===== src/rtl/kx4_capmux_pkg.sv =====
// Shared definitions for the capture-macro bus distributor: FSM encoding and
// the macro-side data width.
package kx4_capmux_pkg;

   localparam logic [1:0] KX4_ST_IDLE   = 2'd0;
   localparam logic [1:0] KX4_ST_SETUP  = 2'd1;
   localparam logic [1:0] KX4_ST_ACCESS = 2'd2;
   localparam logic [1:0] KX4_ST_DONE   = 2'd3;

   typedef enum logic [1:0] {
      ST_IDLE   = KX4_ST_IDLE,
      ST_SETUP  = KX4_ST_SETUP,
      ST_ACCESS = KX4_ST_ACCESS,
      ST_DONE   = KX4_ST_DONE
   } kx4_state_t;

   localparam int KX4_BBDW = 16;

endpackage


===== src/rtl/kx4_capdist4_tocnt.sv =====
// Wait-cycle counter for the ACCESS phase: cleared in SETUP, counts while the
// macros stall, saturates at TOUT and flags hit once the limit is reached.
module kx4_capdist4_tocnt #(
   parameter int TOUT = 15,
   parameter int TOW  = 8
) (
   input  logic clk,
   input  logic rst_n,
   input  logic clr,
   input  logic en,
   output logic hit
);

   logic [TOW-1:0] cnt_reg;

   assign hit = (cnt_reg == TOW'(TOUT));

   always_ff @(posedge clk or negedge rst_n) begin
      if (!rst_n) begin
         cnt_reg <= '0;
      end else if (clr) begin
         cnt_reg <= '0;
      end else if (en && !hit) begin
         cnt_reg <= cnt_reg + 1'b1;
      end
   end

endmodule


===== src/rtl/kx4_capdist4.sv =====
// Request-side distributor: turns one CPU access into a setup/access
// transaction toward the left or right capture macro group.
module kx4_capdist4
   import kx4_capmux_pkg::*;
#(
   parameter int AW   = 8,
   parameter int TOUT = 15,
   parameter int TOW  = 8
) (
   input  logic                PCLK,
   input  logic                RESB,
   input  logic                REQ,
   input  logic                WR,
   input  logic [AW-1:0]       ADDR,
   input  logic [KX4_BBDW-1:0] WDATA,
   output logic                ACK,
   output logic                ERR,
   output logic [KX4_BBDW-1:0] RDATA,
   output logic                BUSY,
   output logic                BBPSELL,
   output logic                BBPSELR,
   output logic                BBPENABLE,
   output logic                BBPWRITE,
   output logic [AW-2:0]       BBPADDR,
   output logic [KX4_BBDW-1:0] BBPWDATA,
   input  logic [KX4_BBDW-1:0] BBPRDATA,
   input  logic                BBWAITMEM
);

   kx4_state_t state_reg;
   logic       cnt_clr;
   logic       cnt_en;
   logic       cnt_hit;

   assign cnt_clr = (state_reg == ST_SETUP);
   assign cnt_en  = (state_reg == ST_ACCESS) && BBWAITMEM;

   kx4_capdist4_tocnt #(
      .TOUT (TOUT),
      .TOW  (TOW)
   ) u_tocnt (
      .clk   (PCLK),
      .rst_n (RESB),
      .clr   (cnt_clr),
      .en    (cnt_en),
      .hit   (cnt_hit)
   );

   always_ff @(posedge PCLK or negedge RESB) begin
      if (!RESB) begin
         state_reg <= ST_IDLE;
         ACK       <= 1'b0;
         ERR       <= 1'b0;
         RDATA     <= '0;
         BUSY      <= 1'b0;
         BBPSELL   <= 1'b0;
         BBPSELR   <= 1'b0;
         BBPENABLE <= 1'b0;
         BBPWRITE  <= 1'b0;
         BBPADDR   <= '0;
         BBPWDATA  <= '0;
      end else begin
         ACK <= 1'b0;
         ERR <= 1'b0;
         case (state_reg)
            ST_IDLE: begin
               if (REQ) begin
                  BBPWRITE  <= WR;
                  BBPADDR   <= ADDR[AW-2:0];
                  BBPWDATA  <= WDATA;
                  BBPSELL   <= ~ADDR[AW-1];
                  BBPSELR   <= ADDR[AW-1];
                  BUSY      <= 1'b1;
                  state_reg <= ST_SETUP;
               end
            end
            ST_SETUP: begin
               BBPENABLE <= 1'b1;
               state_reg <= ST_ACCESS;
            end
            ST_ACCESS: begin
               // Either a completed access or an abort closes the bus phase;
               // only a completed read updates RDATA.
               if (!BBWAITMEM || cnt_hit) begin
                  if (!BBWAITMEM && !BBPWRITE) begin
                     RDATA <= BBPRDATA;
                  end
                  ERR       <= BBWAITMEM;
                  ACK       <= 1'b1;
                  BBPSELL   <= 1'b0;
                  BBPSELR   <= 1'b0;
                  BBPENABLE <= 1'b0;
                  state_reg <= ST_DONE;
               end
            end
            ST_DONE: begin
               BUSY      <= 1'b0;
               state_reg <= ST_IDLE;
            end
            default: begin
               state_reg <= ST_IDLE;
            end
         endcase
      end
   end

endmodule


===== config.mk =====
export PLATFORM = sky130hd
export DESIGN_NAME = kx4_capdist4
export DESIGN_NICKNAME = d
export VERILOG_FILES = /design/src/rtl/kx4_capmux_pkg.sv /design/src/rtl/kx4_capdist4_tocnt.sv /design/src/rtl/kx4_capdist4.sv
export SDC_FILE = /design/constraint.sdc
export NUM_CORES = 1
export LEC_CHECK = 0
export ABC_AREA = 1
export BUFFER_PORTS_ARGS = -buffer_cell sky130_fd_sc_hd__buf_2
export CAP_MARGIN = 10
export CORE_UTILIZATION = 31
export CTS_BUF_LIST = sky130_fd_sc_hd__clkbuf_4
export CTS_CLUSTER_SIZE = 30
export DETAILED_ROUTE_END_ITERATION = 7
export PLACE_DENSITY = 0.51
export SLEW_MARGIN = 20
export SYNTH_ARGS = -nofsm -noshare
export SYNTH_HDL_FRONTEND = slang
export SYNTH_HIERARCHICAL = 1
export SYNTH_SLANG_ARGS = --single-unit
export TNS_END_PERCENT = 5

===== constraint.sdc =====
create_clock -name PCLK -period 4.04 [get_ports PCLK]
set_input_delay 0.606 -clock PCLK [delete_from_list [all_inputs] [get_ports PCLK]]
set_output_delay 0.606 -clock PCLK [all_outputs]
set_load 0.02 [all_outputs]

==> metrics.csv <==
stage;metric;value;unit
worst_setup_path;regToRegSetupSlack;2330;ps
floorplanning;core;0.007807;sq mm
job;drv_cap;0;
cts;path_clk_slew;160;ps
worst_setup_path;startpoint;state_reg[0]$_DFFE_PN0P_;
cts;cts.sinks;56;
detailed_routing;vias;2029;
power;p_leak;0.001803;uW
yosys;synthSimpleGateAreaFrac;0.2595;
floorplanning;start_util;0.3248;
floorplanning;rows;32;
yosys;synth_most_common_cell;nand2_1;
worst_setup_path;r2r_cells;6;
sta;finalCritPeriodShare;0.4231;
yosys;synthMuxAreaShare;0;
grt;grt_pass1_vias;1941;
yosys;synthAdderAreaFrac;0.03453;
worst_setup_path;r2r_end;BUSY$_DFFE_PN0P_;
yosys;synth_commonest_cells;nand2_1 (120), dfrtp_1 (56), inv_1 (33);
grt;grt_max_degree;34;
finish;diodes;0;
placement;hpwlAfterDp;3.962;mm
worst_setup_path;cp-start-kind;flop;
grt;gr-usage-all-layers;0.1324;
run_status;status;finished, final reports clean;
worst_setup_path;rr_startpoint;state_reg[0]$_DFFE_PN0P_;
yosys;ys_seq_elements;56;
grt;grt-ovfl-total;0;
worst_setup_path;critPathKind;flop to flop;
floorplanning;ios;91;
detailed_routing;drt_iter0_drc;78;
hold_path;hp-class;input pin to asynchronous set/reset pin;
worst_setup_path;cp.required;4320;ps
power;ir_worst_vdd;0.3210;mV
cts;numCtsBuffers;5;
cts;tritoncts;done;
floorplanning;die_h;92.45;microns
yosys;syn_area_per_cell;8.837;sq um
placement;dp_slack;2273;ps
worst_setup_path;path_max_fanout;26;
yosys;yosys_warnings;6;
yosys;yosys.area.top_type;dfrtp_1;
finish;syn_to_final_growth;22.89;%
sta;timing.final.hold_violations;0;
detailed_routing;wl_per_cell;11.06;microns
cts;post_cts_buffers;0;
yosys;yosysSeqAreaShare;0.5525;
worst_setup_path;setup.worst_path.end;BUSY$_DFFE_PN0P_;
detailed_routing;drt-total-wl;5.320;mm
yosys;async_reset_ff_frac;1.000;
power;powerDensity;698.4;mW/mm^2
sta;max_slew.worst_pin.slew;561.2;ps
floorplanning;die_width;92.45;microns
sta;max_freq;0.5851;GHz
yosys;synth_area;0.002536;sq mm
worst_setup_path;cp.arrival;1990;ps
cts;cts.repair.resized;0;
sta;setup_ws;2331;ps
floorplanning;die-area;0.008547;sq mm
detailed_routing;ant_nets;0;
sta;clock_skew;3.761;ps
finish;drive_gt1_frac;0.3193;
placement;routabilityCongestion;0.7489;
yosys;synthDistinctLibCells;21;
yosys;synthFlopType;dfrtp_1;
detailed_routing;drc;0;
cts;htree_levels;2;
sta;tns;0;ps
cts;clockRootBuffer;clkbuf_4;
sta;rsz0062_at_grt;false;
yosys;synth-xor-area-share;0.006907;
yosys;synth_top_family_by_area;simple AND/OR/NAND/NOR gates;
yosys;synth_compound_area_frac;0.06759;
sta;fin_crit;1709;ps
sta;setup-violations-final;0;
cts;hold_buffers;0;
worst_setup_path;endpoint_kind;flop;
grt;antenna_found_initial;0;
placement;dpl_cell_area;0.003055;sq mm
yosys;synthTopCellsByArea;dfrtp_1 (55%), nand2_1 (18%), inv_1 (4.9%);
yosys;syn_nets;339;
detailed_routing;firstDrtPassIters;4;
cts;insertion_delay;370;ps
sta;max_slew_margin;0.6259;
yosys;synth.top_cell.area_share;0.5525;
finish;finish.net_count;430;
finish;fin_area;0.003117;sq mm
yosys;synth-edff-count;0;
placement;port_buffers;90;
grt;grt_pass1_wl;8.976;mm
sta;drv_slew;0;
detailed_routing;routed_via_density;4.218;
yosys;postSynthCellCount;287;
cts;cts.path.max_buffers;2;
[metrics by stage]
| step | total power, uW | hold WS (ps) | std cells | utilization |
|---|---|---|---|---|
| after floorplan | 1633 | 310.4 | 287 | - |
| after global routing | 2377 | 209.3 | 481 | 0.3992 |
| after global placement | 1944 | 456.6 | 473 | 0.3913 |
| final | 2177 | 197.3 | 481 | 0.3992 |
| after CTS | 2226 | 199.1 | 481 | 0.3992 |
| after detailed placement | 1961 | 457.9 | 473 | 0.3913 |
[metal layers]
layer,global-route usage,vias up,part of all wire
li1,-,1058,-
met1,0.1721,890,0.46
met2,0.2037,75,0.44
met3,0.05090,6,0.093
met4,0.03906,0,0.010
met5,0,-,0
[placed cells by master (no fill, tap or decap), types with 2 or more instances in the layout]
cell,instances
nand3_1,9
nor2_1,14
o21ai_0,4
xor2_1,2
o21ai_1,6
clkbuf_4,6
inv_1,33
o21ai_2,13
nand4_1,5
nand2_1,120
nand2_2,2
dfrtp_1,56
buf_2,90
ha_1,7
nor2_4,3
[layout make-up]
cell class | instances | area [sq um]
Clock inverter | 2 | 16.27
Clock buffer | 6 | 45.04
Multi-Input combinational cell | 189 | 934.6
Sequential cell | 56 | 1401
Tap cell | 102 | 127.6
Fill cell | 836 | 4691
Timing Repair Buffer | 91 | 457.9
Inverter | 35 | 133.9
[worst min path at each step]
stage                                        from                 endpoint  cells past startpoint
after floorplan                              RESB            ACK$_DFF_PN0_                      0
after global placement    BBPWDATA[8]$_DFFE_PN0P_  BBPWDATA[8]$_DFFE_PN0P_                      2
after detailed placement      BBPSELR$_DFFE_PN0P_      BBPSELR$_DFFE_PN0P_                      2
after CTS                                    RESB      BBPSELL$_DFFE_PN0P_                      1
after global routing                         RESB  BBPWDATA[3]$_DFFE_PN0P_                      1
final                                        RESB      BBPSELL$_DFFE_PN0P_                      1
[power breakdown]
group | internal [uW] | leakage (uW) | switching [uW]
sequential | 783 | 0.000711 | 126
clock | 76.5 | 0.0000319 | 177
combinational | 341 | 0.00106 | 673
total | 1200 | 0.00180 | 976
[critical path, stage by stage, from the launching register on]
cell     delay (ps)
dfrtp_1         430
inv_1           110
ha_1            260
nand2_2         370
inv_4           200
o21ai_0         190
inv_1            50
[kinds of logic (layout without fill, tap and decap cells)]
logic type,after synthesis,after routing
and+or+nand+nor,156,156
DFF,56,56
buffers and inverters,42,134
AOI/OAI and AO/OA,24,24
adders and majority gates,7,7
xor gates and xnor gates,2,2
Power figures use the tool's default switching activity.
